### src/rtl/rv_timer_pkg.sv
// Shared constants for the rv_timer_dev machine-timer device: register offsets,
// CTRL field layout, mtimecmp reset value and a byte-lane merge helper.
package rv_timer_pkg;

   localparam logic [9:0] MTIME_LO_OFFSET    = 10'h000;
   localparam logic [9:0] MTIME_HI_OFFSET    = 10'h004;
   localparam logic [9:0] MTIMECMP_LO_OFFSET = 10'h008;
   localparam logic [9:0] MTIMECMP_HI_OFFSET = 10'h00C;
   localparam logic [9:0] CTRL_OFFSET        = 10'h010;
   localparam logic [9:0] STATUS_OFFSET      = 10'h014;

   localparam logic [7:0] NumRegWords = 8'd6;

   localparam int CtrlEnBit         = 0;
   localparam int CtrlPrescaleLsb   = 8;
   localparam int CtrlPrescaleWidth = 16;

   localparam logic [63:0] MtimecmpReset = 64'hFFFF_FFFF_FFFF_FFFF;

   function automatic logic [31:0] apply_be(input logic [31:0] old_val,
                                            input logic [31:0] wdata,
                                            input logic [3:0]  be);
      logic [31:0] res;
      res = old_val;
      for (int i = 0; i < 4; i++) begin
         if (be[i]) res[8*i +: 8] = wdata[8*i +: 8];
      end
      return res;
   endfunction

endpackage

### src/rtl/rv_timer_tick.sv
// Prescale counter: counts up while enabled and emits a one-cycle tick when it
// reaches the prescale value, then restarts from zero.
module rv_timer_tick
   import rv_timer_pkg::*;
(
   input  logic                         clk_i,
   input  logic                         rst_ni,
   input  logic                         en_i,
   input  logic                         clear_i,
   input  logic [CtrlPrescaleWidth-1:0] prescale_i,
   output logic                         tick_o
);

   logic [CtrlPrescaleWidth-1:0] count_q;
   logic                         at_terminal;

   assign at_terminal = (count_q == prescale_i);
   // A CTRL write only restarts the count; a tick due in that cycle still fires.
   assign tick_o      = en_i && at_terminal;

   always_ff @(posedge clk_i or negedge rst_ni) begin
      if (!rst_ni) begin
         count_q <= '0;
      end else if (clear_i) begin
         count_q <= '0;
      end else if (en_i) begin
         count_q <= at_terminal ? '0 : count_q + 1'b1;
      end
   end

endmodule

### src/rtl/rv_timer_dev.sv
// Memory-mapped machine timer: 64-bit mtime/mtimecmp, prescaled tick, single-cycle
// bus response and a registered level interrupt for the core.
module rv_timer_dev
   import rv_timer_pkg::*;
#(
   parameter int          DataWidth     = 32,
   parameter int          AddressWidth  = 32,
   parameter logic [15:0] PrescaleReset = 16'h0000
) (
   input  logic                    clk_i,
   input  logic                    rst_ni,
   input  logic                    dev_req_i,
   input  logic                    dev_we_i,
   input  logic [3:0]              dev_be_i,
   input  logic [AddressWidth-1:0] dev_addr_i,
   input  logic [DataWidth-1:0]    dev_wdata_i,
   output logic                    dev_rvalid_o,
   output logic [DataWidth-1:0]    dev_rdata_o,
   output logic                    dev_err_o,
   output logic                    irq_timer_o
);

   logic [63:0]                  mtime_q, mtime_d;
   logic [63:0]                  mtimecmp_q, mtimecmp_d;
   logic                         ctrl_en_q, ctrl_en_d;
   logic [CtrlPrescaleWidth-1:0] prescale_q, prescale_d;
   logic                         ctrl_clear;
   logic                         tick;

   logic [9:0]  offset;
   logic        in_range;
   logic        acc_err;
   logic        wr;
   logic        rd;
   logic [31:0] ctrl_rd;
   logic [31:0] rd_mux;
   logic        unused_bits;

   assign offset   = {dev_addr_i[9:2], 2'b00};
   assign in_range = (dev_addr_i[9:2] < NumRegWords);
   assign acc_err  = dev_req_i && (!in_range || (dev_we_i && offset == STATUS_OFFSET));
   assign wr       = dev_req_i && dev_we_i && !acc_err;
   assign rd       = dev_req_i && !dev_we_i && !acc_err;

   assign unused_bits = ^{dev_addr_i[AddressWidth-1:10], dev_addr_i[1:0], dev_be_i[3]};

   always_comb begin
      ctrl_rd = '0;
      ctrl_rd[CtrlEnBit] = ctrl_en_q;
      ctrl_rd[CtrlPrescaleLsb +: CtrlPrescaleWidth] = prescale_q;
   end

   rv_timer_tick u_tick (
      .clk_i      (clk_i),
      .rst_ni     (rst_ni),
      .en_i       (ctrl_en_q),
      .clear_i    (ctrl_clear),
      .prescale_i (prescale_q),
      .tick_o     (tick)
   );

   // Software writes to mtime override the tick for that cycle.
   always_comb begin
      mtime_d    = mtime_q;
      mtimecmp_d = mtimecmp_q;
      ctrl_en_d  = ctrl_en_q;
      prescale_d = prescale_q;
      ctrl_clear = 1'b0;
      if (tick) mtime_d = mtime_q + 64'd1;
      if (wr) begin
         unique case (offset)
            MTIME_LO_OFFSET:
               mtime_d = {mtime_q[63:32], apply_be(mtime_q[31:0], dev_wdata_i, dev_be_i)};
            MTIME_HI_OFFSET:
               mtime_d = {apply_be(mtime_q[63:32], dev_wdata_i, dev_be_i), mtime_q[31:0]};
            MTIMECMP_LO_OFFSET:
               mtimecmp_d = {mtimecmp_q[63:32], apply_be(mtimecmp_q[31:0], dev_wdata_i, dev_be_i)};
            MTIMECMP_HI_OFFSET:
               mtimecmp_d = {apply_be(mtimecmp_q[63:32], dev_wdata_i, dev_be_i), mtimecmp_q[31:0]};
            CTRL_OFFSET: begin
               ctrl_clear = 1'b1;
               if (dev_be_i[0]) ctrl_en_d = dev_wdata_i[CtrlEnBit];
               if (dev_be_i[1]) prescale_d[7:0] = dev_wdata_i[CtrlPrescaleLsb +: 8];
               if (dev_be_i[2]) prescale_d[15:8] = dev_wdata_i[CtrlPrescaleLsb+8 +: 8];
            end
            default: ;
         endcase
      end
   end

   always_comb begin
      rd_mux = '0;
      unique case (offset)
         MTIME_LO_OFFSET:    rd_mux = mtime_q[31:0];
         MTIME_HI_OFFSET:    rd_mux = mtime_q[63:32];
         MTIMECMP_LO_OFFSET: rd_mux = mtimecmp_q[31:0];
         MTIMECMP_HI_OFFSET: rd_mux = mtimecmp_q[63:32];
         CTRL_OFFSET:        rd_mux = ctrl_rd;
         STATUS_OFFSET:      rd_mux = {31'd0, irq_timer_o};
         default:            rd_mux = '0;
      endcase
   end

   always_ff @(posedge clk_i or negedge rst_ni) begin
      if (!rst_ni) begin
         dev_rvalid_o <= 1'b0;
         dev_rdata_o  <= '0;
         dev_err_o    <= 1'b0;
         irq_timer_o  <= 1'b0;
         mtime_q      <= '0;
         mtimecmp_q   <= MtimecmpReset;
         ctrl_en_q    <= 1'b0;
         prescale_q   <= PrescaleReset;
      end else begin
         dev_rvalid_o <= dev_req_i;
         dev_err_o    <= acc_err;
         dev_rdata_o  <= rd ? rd_mux : '0;
         irq_timer_o  <= ctrl_en_d && (mtime_d >= mtimecmp_d);
         mtime_q      <= mtime_d;
         mtimecmp_q   <= mtimecmp_d;
         ctrl_en_q    <= ctrl_en_d;
         prescale_q   <= prescale_d;
      end
   end

endmodule

### config.mk
export PLATFORM = sky130hd
export DESIGN_NAME = rv_timer_dev
export DESIGN_NICKNAME = d
export VERILOG_FILES = /design/src/rtl/rv_timer_pkg.sv /design/src/rtl/rv_timer_tick.sv /design/src/rtl/rv_timer_dev.sv
export SDC_FILE = /design/constraint.sdc
export NUM_CORES = 1
export LEC_CHECK = 0
export ABC_AREA = 1
export BUFFER_PORTS_ARGS = -buffer_cell sky130_fd_sc_hd__buf_2
export CAP_MARGIN = 10
export CELL_PAD_IN_SITES_DETAIL_PLACEMENT = 0
export CELL_PAD_IN_SITES_GLOBAL_PLACEMENT = 1
export CORE_MARGIN = 3
export CORE_UTILIZATION = 47
export DETAILED_ROUTE_END_ITERATION = 12
export MAX_ROUTING_LAYER = met4
export PLACE_DENSITY_LB_ADDON = 0.1
export SLEW_MARGIN = 20
export SYNTH_ARGS = -nofsm -noshare
export SYNTH_HDL_FRONTEND = slang
export SYNTH_SLANG_ARGS = --single-unit
### constraint.sdc
create_clock -name clk_i -period 6.6 [get_ports clk_i]
set_clock_uncertainty 0.2 [all_clocks]
set_input_delay 0.66 -clock clk_i [delete_from_list [all_inputs] [get_ports clk_i]]
set_output_delay 0.66 -clock clk_i [all_outputs]
set_load 0.02 [all_outputs]
==> out/metrics.cfg, run 1 <==
[status]
status = finished, final reports clean

[layout]
fin_nets = 2327
drive_above_1_share = 0.110
area_delta_synth_final_pct = 9.85
fin_area_um2 = 15800
fill_cells = 3020
register_area_um2 = 4980
multi_input_area_um2 = 8030

[timing]
hold_viol = 0
layout_worst_path_cycle_share = 0.678
setup_viol = 0
min_period_ps = 4480
max_freq_ghz = 0.223
maxSlewViolCount = 0
setup_tns_ps = 0
tightest_slew_ps = 1010
rsz0062_at_grt = false
relSlewSlack = 0.325

[power]
irDropWorstVdd_uv = 205
leakage_nw = 8.24
power_density_nw_per_um2 = 246

[critical_path]
max_stage_delay_ps = 600
crit_buf_inv = 2
crit_top_cell = nand2_1
cp.depth = 21
critPathRequiredTime_ps = 6790
cp_top_family = simple AND/OR/NAND/NOR gates
crit_path_end_kind = flip-flop
criticalPathCategory = reg -> reg
crit_fanout = 9
worstPathArrival_ps = 4670
crit-reg2reg-launch = mtime_q[0]$_DFF_PN0_
crit_chain = ha_1, inv_1, nor2_4, inv_1, nor2_1, nand2_1, nor2_1, nand2_1, nand2_1, nand2_1, nand2_1, a21oi_1, ha_1, nand2_1, nor2_1, nand4_1, nor2_1, nand2_1, nand2_1, nor2_1, a21oi_1
startpoint_type = flip-flop
worstReg2RegEnd = irq_timer_o$_DFF_PN0_
reg2reg_slack_ps = 2120
critPathSlowestCell = dfrtp_1
ff2ff_path_depth = 21

[clock_tree]
cts.sinks = 196
clockRootBuffer = clkbuf_16
cts_setup_buffers = 0
cts_max_level = 4
clock_path_buffers = 2
clk_pin_slew_ps = 80
clock_latency_ps = 470
cts_tree = done
post_cts_resized = 0
cts_made_buffers = 17
cts_hold_buf = 0

[route]
drt_wl_total_mm = 54.7
wl_per_cell_um = 21.1
drtIter0Drc = 1312
drc = 0
vias = 14811
first_pass_iters = 6
via_per_inst = 5.71
ant_nets = 0

[floorplanning]
initial_core_util = 0.480
dieArea_um2 = 32600
core_um2 = 29900
die_h_um = 181
die_width_um = 181
ioPinCount = 107
num_rows = 63

[logic_synthesis]
post-synth-top-count-cell = nand2_1
ys.flop_type = dfrtp_1
yosysTopAreaCell = dfrtp_1
synth_edf_count = 0
syn_nets = 2279
yosysSeqAreaShare = 0.348
synth-seq-cells = 196
synth_cell_types = 44
syn_area_per_cell_um2 = 6.70
syn_inst = 2141
yosys-top-cells-area = dfrtp_1 23%, nand2_1 17%, dfstp_2 12%, nor2_1 7.2%, inv_1 6.4%
synth-async-reset-ratio = 1.00
synth_common_cells = 649 x nand2_1, 275 x nor2_1, 244 x inv_1
syn-cell-area_um2 = 14300
ys.warnings.count = 0
netlist.area_leader.share = 0.230

[placed_design]
portBuffers = 82
dpl_cell_area_um2 = 15100
hpwl_mm = 41.7
gp_congestion = 0.966

[global_routing]
grt_overflow_total = 0
grt_usage = 0.342
grt_first_pass_wirelength_mm = 83.1
grt_max_degree = 105
grt_pass1_vias = 14073
antenna_found_initial = 2

[flow_run]
max-cap-violations = 0

[min_path]
hold_class = in -> async

worst register-to-register path, delay by kind of cell, from the launching register on:
family                   cells  cell delay (ps)
adder cells (fa/ha/maj)      2              710
AO/OA/AOI/OAI                2              220
AND/OR/NAND/NOR             15             2470
flip-flops                   1              600
buffers and inverters        2              200
cell type report:
type                       instances  area share
timing repair buffer             103      0.0374
inverter                         261      0.0624
antenna                            2    0.000318
sequential                       196       0.316
clock buffer                      21      0.0292
tap                              390      0.0310
clock inverter                    10      0.0137
multi-input combinational       1610       0.510
state kept, by name (all words and copies together) (netlist names):
signal,flops
dev_rdata_o,32
ctrl_en_q,1
dev_rvalid_o,1
mtime_q,64
irq_timer_o,1
prescale_q,16
mtimecmp_q,64
dev_err_o,1
u_tick.count_q,16
through the flow:
stage          hold slack [ps]   util  total power, W  std cells  setup slack, ps
4_1_cts                   74.3  0.527         0.00387       2591             2160
5_1_grt                    104  0.527         0.00410       2592             1750
2_1_floorplan              164      -         0.00226       2141             3480
6_report                  24.1  0.527         0.00387       2593             2120
3_5_place_dp               288  0.505         0.00263       2560             1990
3_3_place_gp               279  0.505         0.00261       2560             2030
layer usage:
metal	vias to the layer above	part of all wire	global-route usage	wire, um
met3	114	0.071	0.0640	3870
li1	7055	-	-	-
met5	-	0	-	0
met1	7037	0.42	0.428	22900
met4	0	0.035	0.111	1920
met2	605	0.48	0.560	26100
worst max path at each step:
stage,start,end,slack [ps]
final,mtime_q[0]$_DFF_PN0_,irq_timer_o$_DFF_PN0_,2120
after global routing,mtime_q[0]$_DFF_PN0_,irq_timer_o$_DFF_PN0_,1750
after CTS,mtime_q[0]$_DFF_PN0_,irq_timer_o$_DFF_PN0_,2160
after detailed placement,dev_addr_i[5],irq_timer_o$_DFF_PN0_,1990
after global placement,dev_addr_i[5],irq_timer_o$_DFF_PN0_,2030
after floorplan,dev_addr_i[5],irq_timer_o$_DFF_PN0_,3480
logic make-up after synthesis:
group                    synth area share
flip-flops                          0.348
AO/OA/AOI/OAI                       0.176
buffers and inverters              0.0931
XOR/XNOR                           0.0311
adder cells (fa/ha/maj)            0.0576
AND/OR/NAND/NOR                     0.294
power by group:
part | internal [W] | switching (W) | leakage [nW]
Sequential | 0.00131 | 0.000194 | 2.21
Clock | 0.000734 | 0.000511 | 0.329
Combinational | 0.000364 | 0.000761 | 5.71
Total | 0.00241 | 0.00147 | 8.24
cells in the final DEF, fill, tap and decap left out, drive strengths merged:
cell	count
nor3	8
dfstp	64
a21o	1
nand4	28
buf	102
ha	66
a22oi	22
a221oi	1
o221ai	2
a21oi	122
a41oi	6
a31oi	4
nor2	286
o32ai	1
o211ai	2
o22ai	99
or2	1
xor2	49
nand3b	1
clkinv	4
o21a	6
nand2	661
diode	2
a211oi	7
o21ai	178
inv	261
dfrtp	132
bufinv	6
nand3	57
xnor2	2
clkbuf	22
Note: power is estimated with default switching activity, not from simulation.
==> run 2, diff against run 1 <==
--- a/config.mk
+++ b/config.mk
@@ -11,7 +11,7 @@
 export CELL_PAD_IN_SITES_DETAIL_PLACEMENT = 0
 export CELL_PAD_IN_SITES_GLOBAL_PLACEMENT = 1
 export CORE_MARGIN = 3
-export CORE_UTILIZATION = 47
+export CORE_UTILIZATION = 44
 export DETAILED_ROUTE_END_ITERATION = 12
 export MAX_ROUTING_LAYER = met4
 export PLACE_DENSITY_LB_ADDON = 0.1
==> constraint.sdc (replaced) <==
create_clock -name clk_i -period 4.7 [get_ports clk_i]
set_clock_uncertainty 0.2 [all_clocks]
set_input_delay 0.47 -clock clk_i [delete_from_list [all_inputs] [get_ports clk_i]]
set_output_delay 0.47 -clock clk_i [all_outputs]
set_load 0.02 [all_outputs]
==> run 2 against run 1 <==
Flip-flop and latch count stayed put. Largest power group unchanged. Critical path depth is 3 higher. Clock-buffer cell count is 2 higher. Power is 35% higher. Sequential share of layout area is 0.38 points lower. Setup slack worse by 1700 ps. Highest routed layer unchanged.
==> out/metrics.cfg, run 2 (synthesis gave the netlist of run 1 again) <==
[status]
status = finished, final reports clean

[clock_tree]
clock_latency_ps = 470  ; about the same
cts_made_buffers = 17  ; unchanged
cts_tree = done
cts.sinks = 196  ; unchanged
clockRootBuffer = clkbuf_16
cts_setup_buffers = 0  ; unchanged
cts_max_level = 4  ; unchanged
clock_path_buffers = 2  ; unchanged
clk_pin_slew_ps = 70  ; about the same

[global_routing]
grt_first_pass_wirelength_mm = 85.1  ; +2.3%
grt_max_degree = 90  ; -14%
grt_pass1_vias = 14177  ; +0.74%
antenna_found_initial = 0  ; -2
grt_usage = 0.329  ; -0.0125
grt_overflow_total = 0  ; unchanged

[placed_design]
gp_congestion = 0.995  ; +3.0%
hpwl_mm = 43.3  ; +3.8%
portBuffers = 82  ; unchanged
dpl_worst_slack_ps = 508  ; -1480 ps

[critical_path]
cp_top_family = simple AND/OR/NAND/NOR gates
crit_fanout = 31  ; +22
crit_chain = inv_2, nand2_1, nand2_1, nor2_1, nand3_1, nor2_4, nand2_4, nor2_4, buf_12, nand2_1, nand2_1, a21oi_1, ha_1, nand2_1, nor2_1, nand4_1, nor2_1, buf_4, nand2_1, nand2_1, nor2_1, nand2_1, nand2_1, a21oi_1
crit_path_end_kind = flip-flop
criticalPathCategory = reg -> reg
critPathRequiredTime_ps = 4860  ; -1930 ps
critPathSlowestCell = dfrtp_1
worstPathArrival_ps = 4390  ; -280 ps
max_stage_delay_ps = 510  ; -90 ps
crit_buf_inv = 3  ; +1
crit_top_cell = nand2_1
startpoint_type = flip-flop

[timing]
layout_worst_path_cycle_share = 0.900  ; +0.222
setup_viol = 0  ; unchanged
max_freq_ghz = 0.236  ; +5.8%
layout_setup_ws_ps = 468  ; -1660 ps
rsz0062_at_grt = false
hold_viol = 0  ; unchanged
min_period_ps = 4230  ; -244 ps
maxSlewViolCount = 0  ; unchanged
tightest_slew_ps = 653  ; -356 ps
setup_tns_ps = 0  ; unchanged
relSlewSlack = 0.563  ; +0.238

[route]
drtIter0Drc = 1420  ; +8.2%
ant_nets = 0  ; unchanged
drt_wl_total_mm = 55.8  ; +2.0%
drc = 0  ; unchanged
first_pass_iters = 6  ; unchanged
vias = 14814  ; +0.020%
via_per_inst = 5.56  ; -2.6%
wl_per_cell_um = 21.0  ; -0.68%

[floorplanning]
dieArea_um2 = 34800  ; +6.6%
die_width_um = 187  ; +3.2%
die_h_um = 187  ; +3.2%
initial_core_util = 0.451  ; -0.0290
core_um2 = 31800  ; +6.4%
ioPinCount = 107  ; unchanged
num_rows = 65  ; +3.2%

[flow_run]
max-cap-violations = 0  ; unchanged

[power]
power_density_nw_per_um2 = 327  ; +33%
power_w = 0.00522  ; +35%
leakage_nw = 8.34  ; +1.1%
irDropWorstVdd_uv = 295  ; +44%

[layout]
final_common_cell = nand2_1
final_cell_mix = 646 x nand2_1, 275 x nor2_1, 244 x inv_1
finalCoreUtilization = 0.501  ; -0.0259
fin_nets = 2353  ; +1.1%
fill_cells = 3272  ; +8.3%
area_delta_synth_final_pct = 11.2
drive_above_1_share = 0.119  ; +0.00854
largestRegisters = mtime_q x64, mtimecmp_q x64, dev_rdata_o x32
n_antenna_cell = 0  ; -2

[min_path]
hold_class = in -> reg

-- run 2: cell count changes in the layout (fill, tap and decap cells not counted), moves of 3 or more --
cell	before	now
buf_12	1	5
inv_6	3	0
buf_4	20	40
bufinv_16	6	2
clkinv_2	0	3
clkbuf_1	2	5
-- run 2: final timing paths --
path	from	end	slack (ps)	depth (start not counted)
worst max register to register	u_tick.count_q[3]$_DFFE_PN0P_	irq_timer_o$_DFF_PN0_	470	24
min in group asynchronous	rst_ni	u_tick.count_q[1]$_DFFE_PN0P_	360	2
worst min register to register	mtimecmp_q[7]$_DFF_PN1_	mtimecmp_q[7]$_DFF_PN1_	290	2
worst max-delay path	u_tick.count_q[3]$_DFFE_PN0P_	irq_timer_o$_DFF_PN0_	470	24
worst min-delay path	dev_wdata_i[22]	prescale_q[14]$_DFFE_PN0P_	20	3
max in group asynchronous	rst_ni	mtimecmp_q[37]$_DFF_PN1_	2880	3
-- run 2: routing by layer --
metal / vias to the layer above / track usage / share of wire
met1: 7002 / 0.431 / 0.43
met2: 578 / 0.528 / 0.47
met4: 0 / 0.110 / 0.035
li1: 7122 / - / -
met3: 112 / 0.0468 / 0.063
met5: - / - / 0
-- run 2: layout make-up --
class | count | area [um^2] | share of cell area
Clock inverter | 9 | 109 | 0.00683
Inverter | 261 | 982 | 0.0616
Tap cell | 435 | 544 | 0.0341
Multi-Input combinational cell | 1610 | 8030 | 0.503
Sequential cell | 196 | 4980 | 0.313
Clock buffer | 23 | 458 | 0.0287
Timing Repair Buffer | 129 | 840 | 0.0527
-- run 2: where the power goes --
part	internal [W]	total, W	switching, W	leakage [nW]
sequential	0.00184	0.00209	0.000252	2.21
combinational	0.000528	0.00164	0.00112	5.85
clock	0.000798	0.00149	0.000690	0.275
total	0.00316	0.00522	0.00206	8.34
-- run 2: worst register-to-register path: cells and delay by family (launching register included) --
kind | cells | cell delay, ps
compound gates | 2 | 290
fa+ha+maj | 1 | 360
buf+inv | 3 | 460
flops | 1 | 510
simple gates | 18 | 2340
-- run 2: what timing repair did --
item,in CTS,in global routing
hold buffers,2,0
hold endpoints to repair,44,0
gates resized for setup,0,0
-- run 2: per-stage QoR --
stage	instance area [um^2]	hold WS, ps	cells
floorplan	14300	-25.6	2141
global placement	15400	279	2629
detailed placement	15400	279	2629
CTS	15900	3.53	2663
global route	15900	7.20	2663
finish	15900	15.3	2663
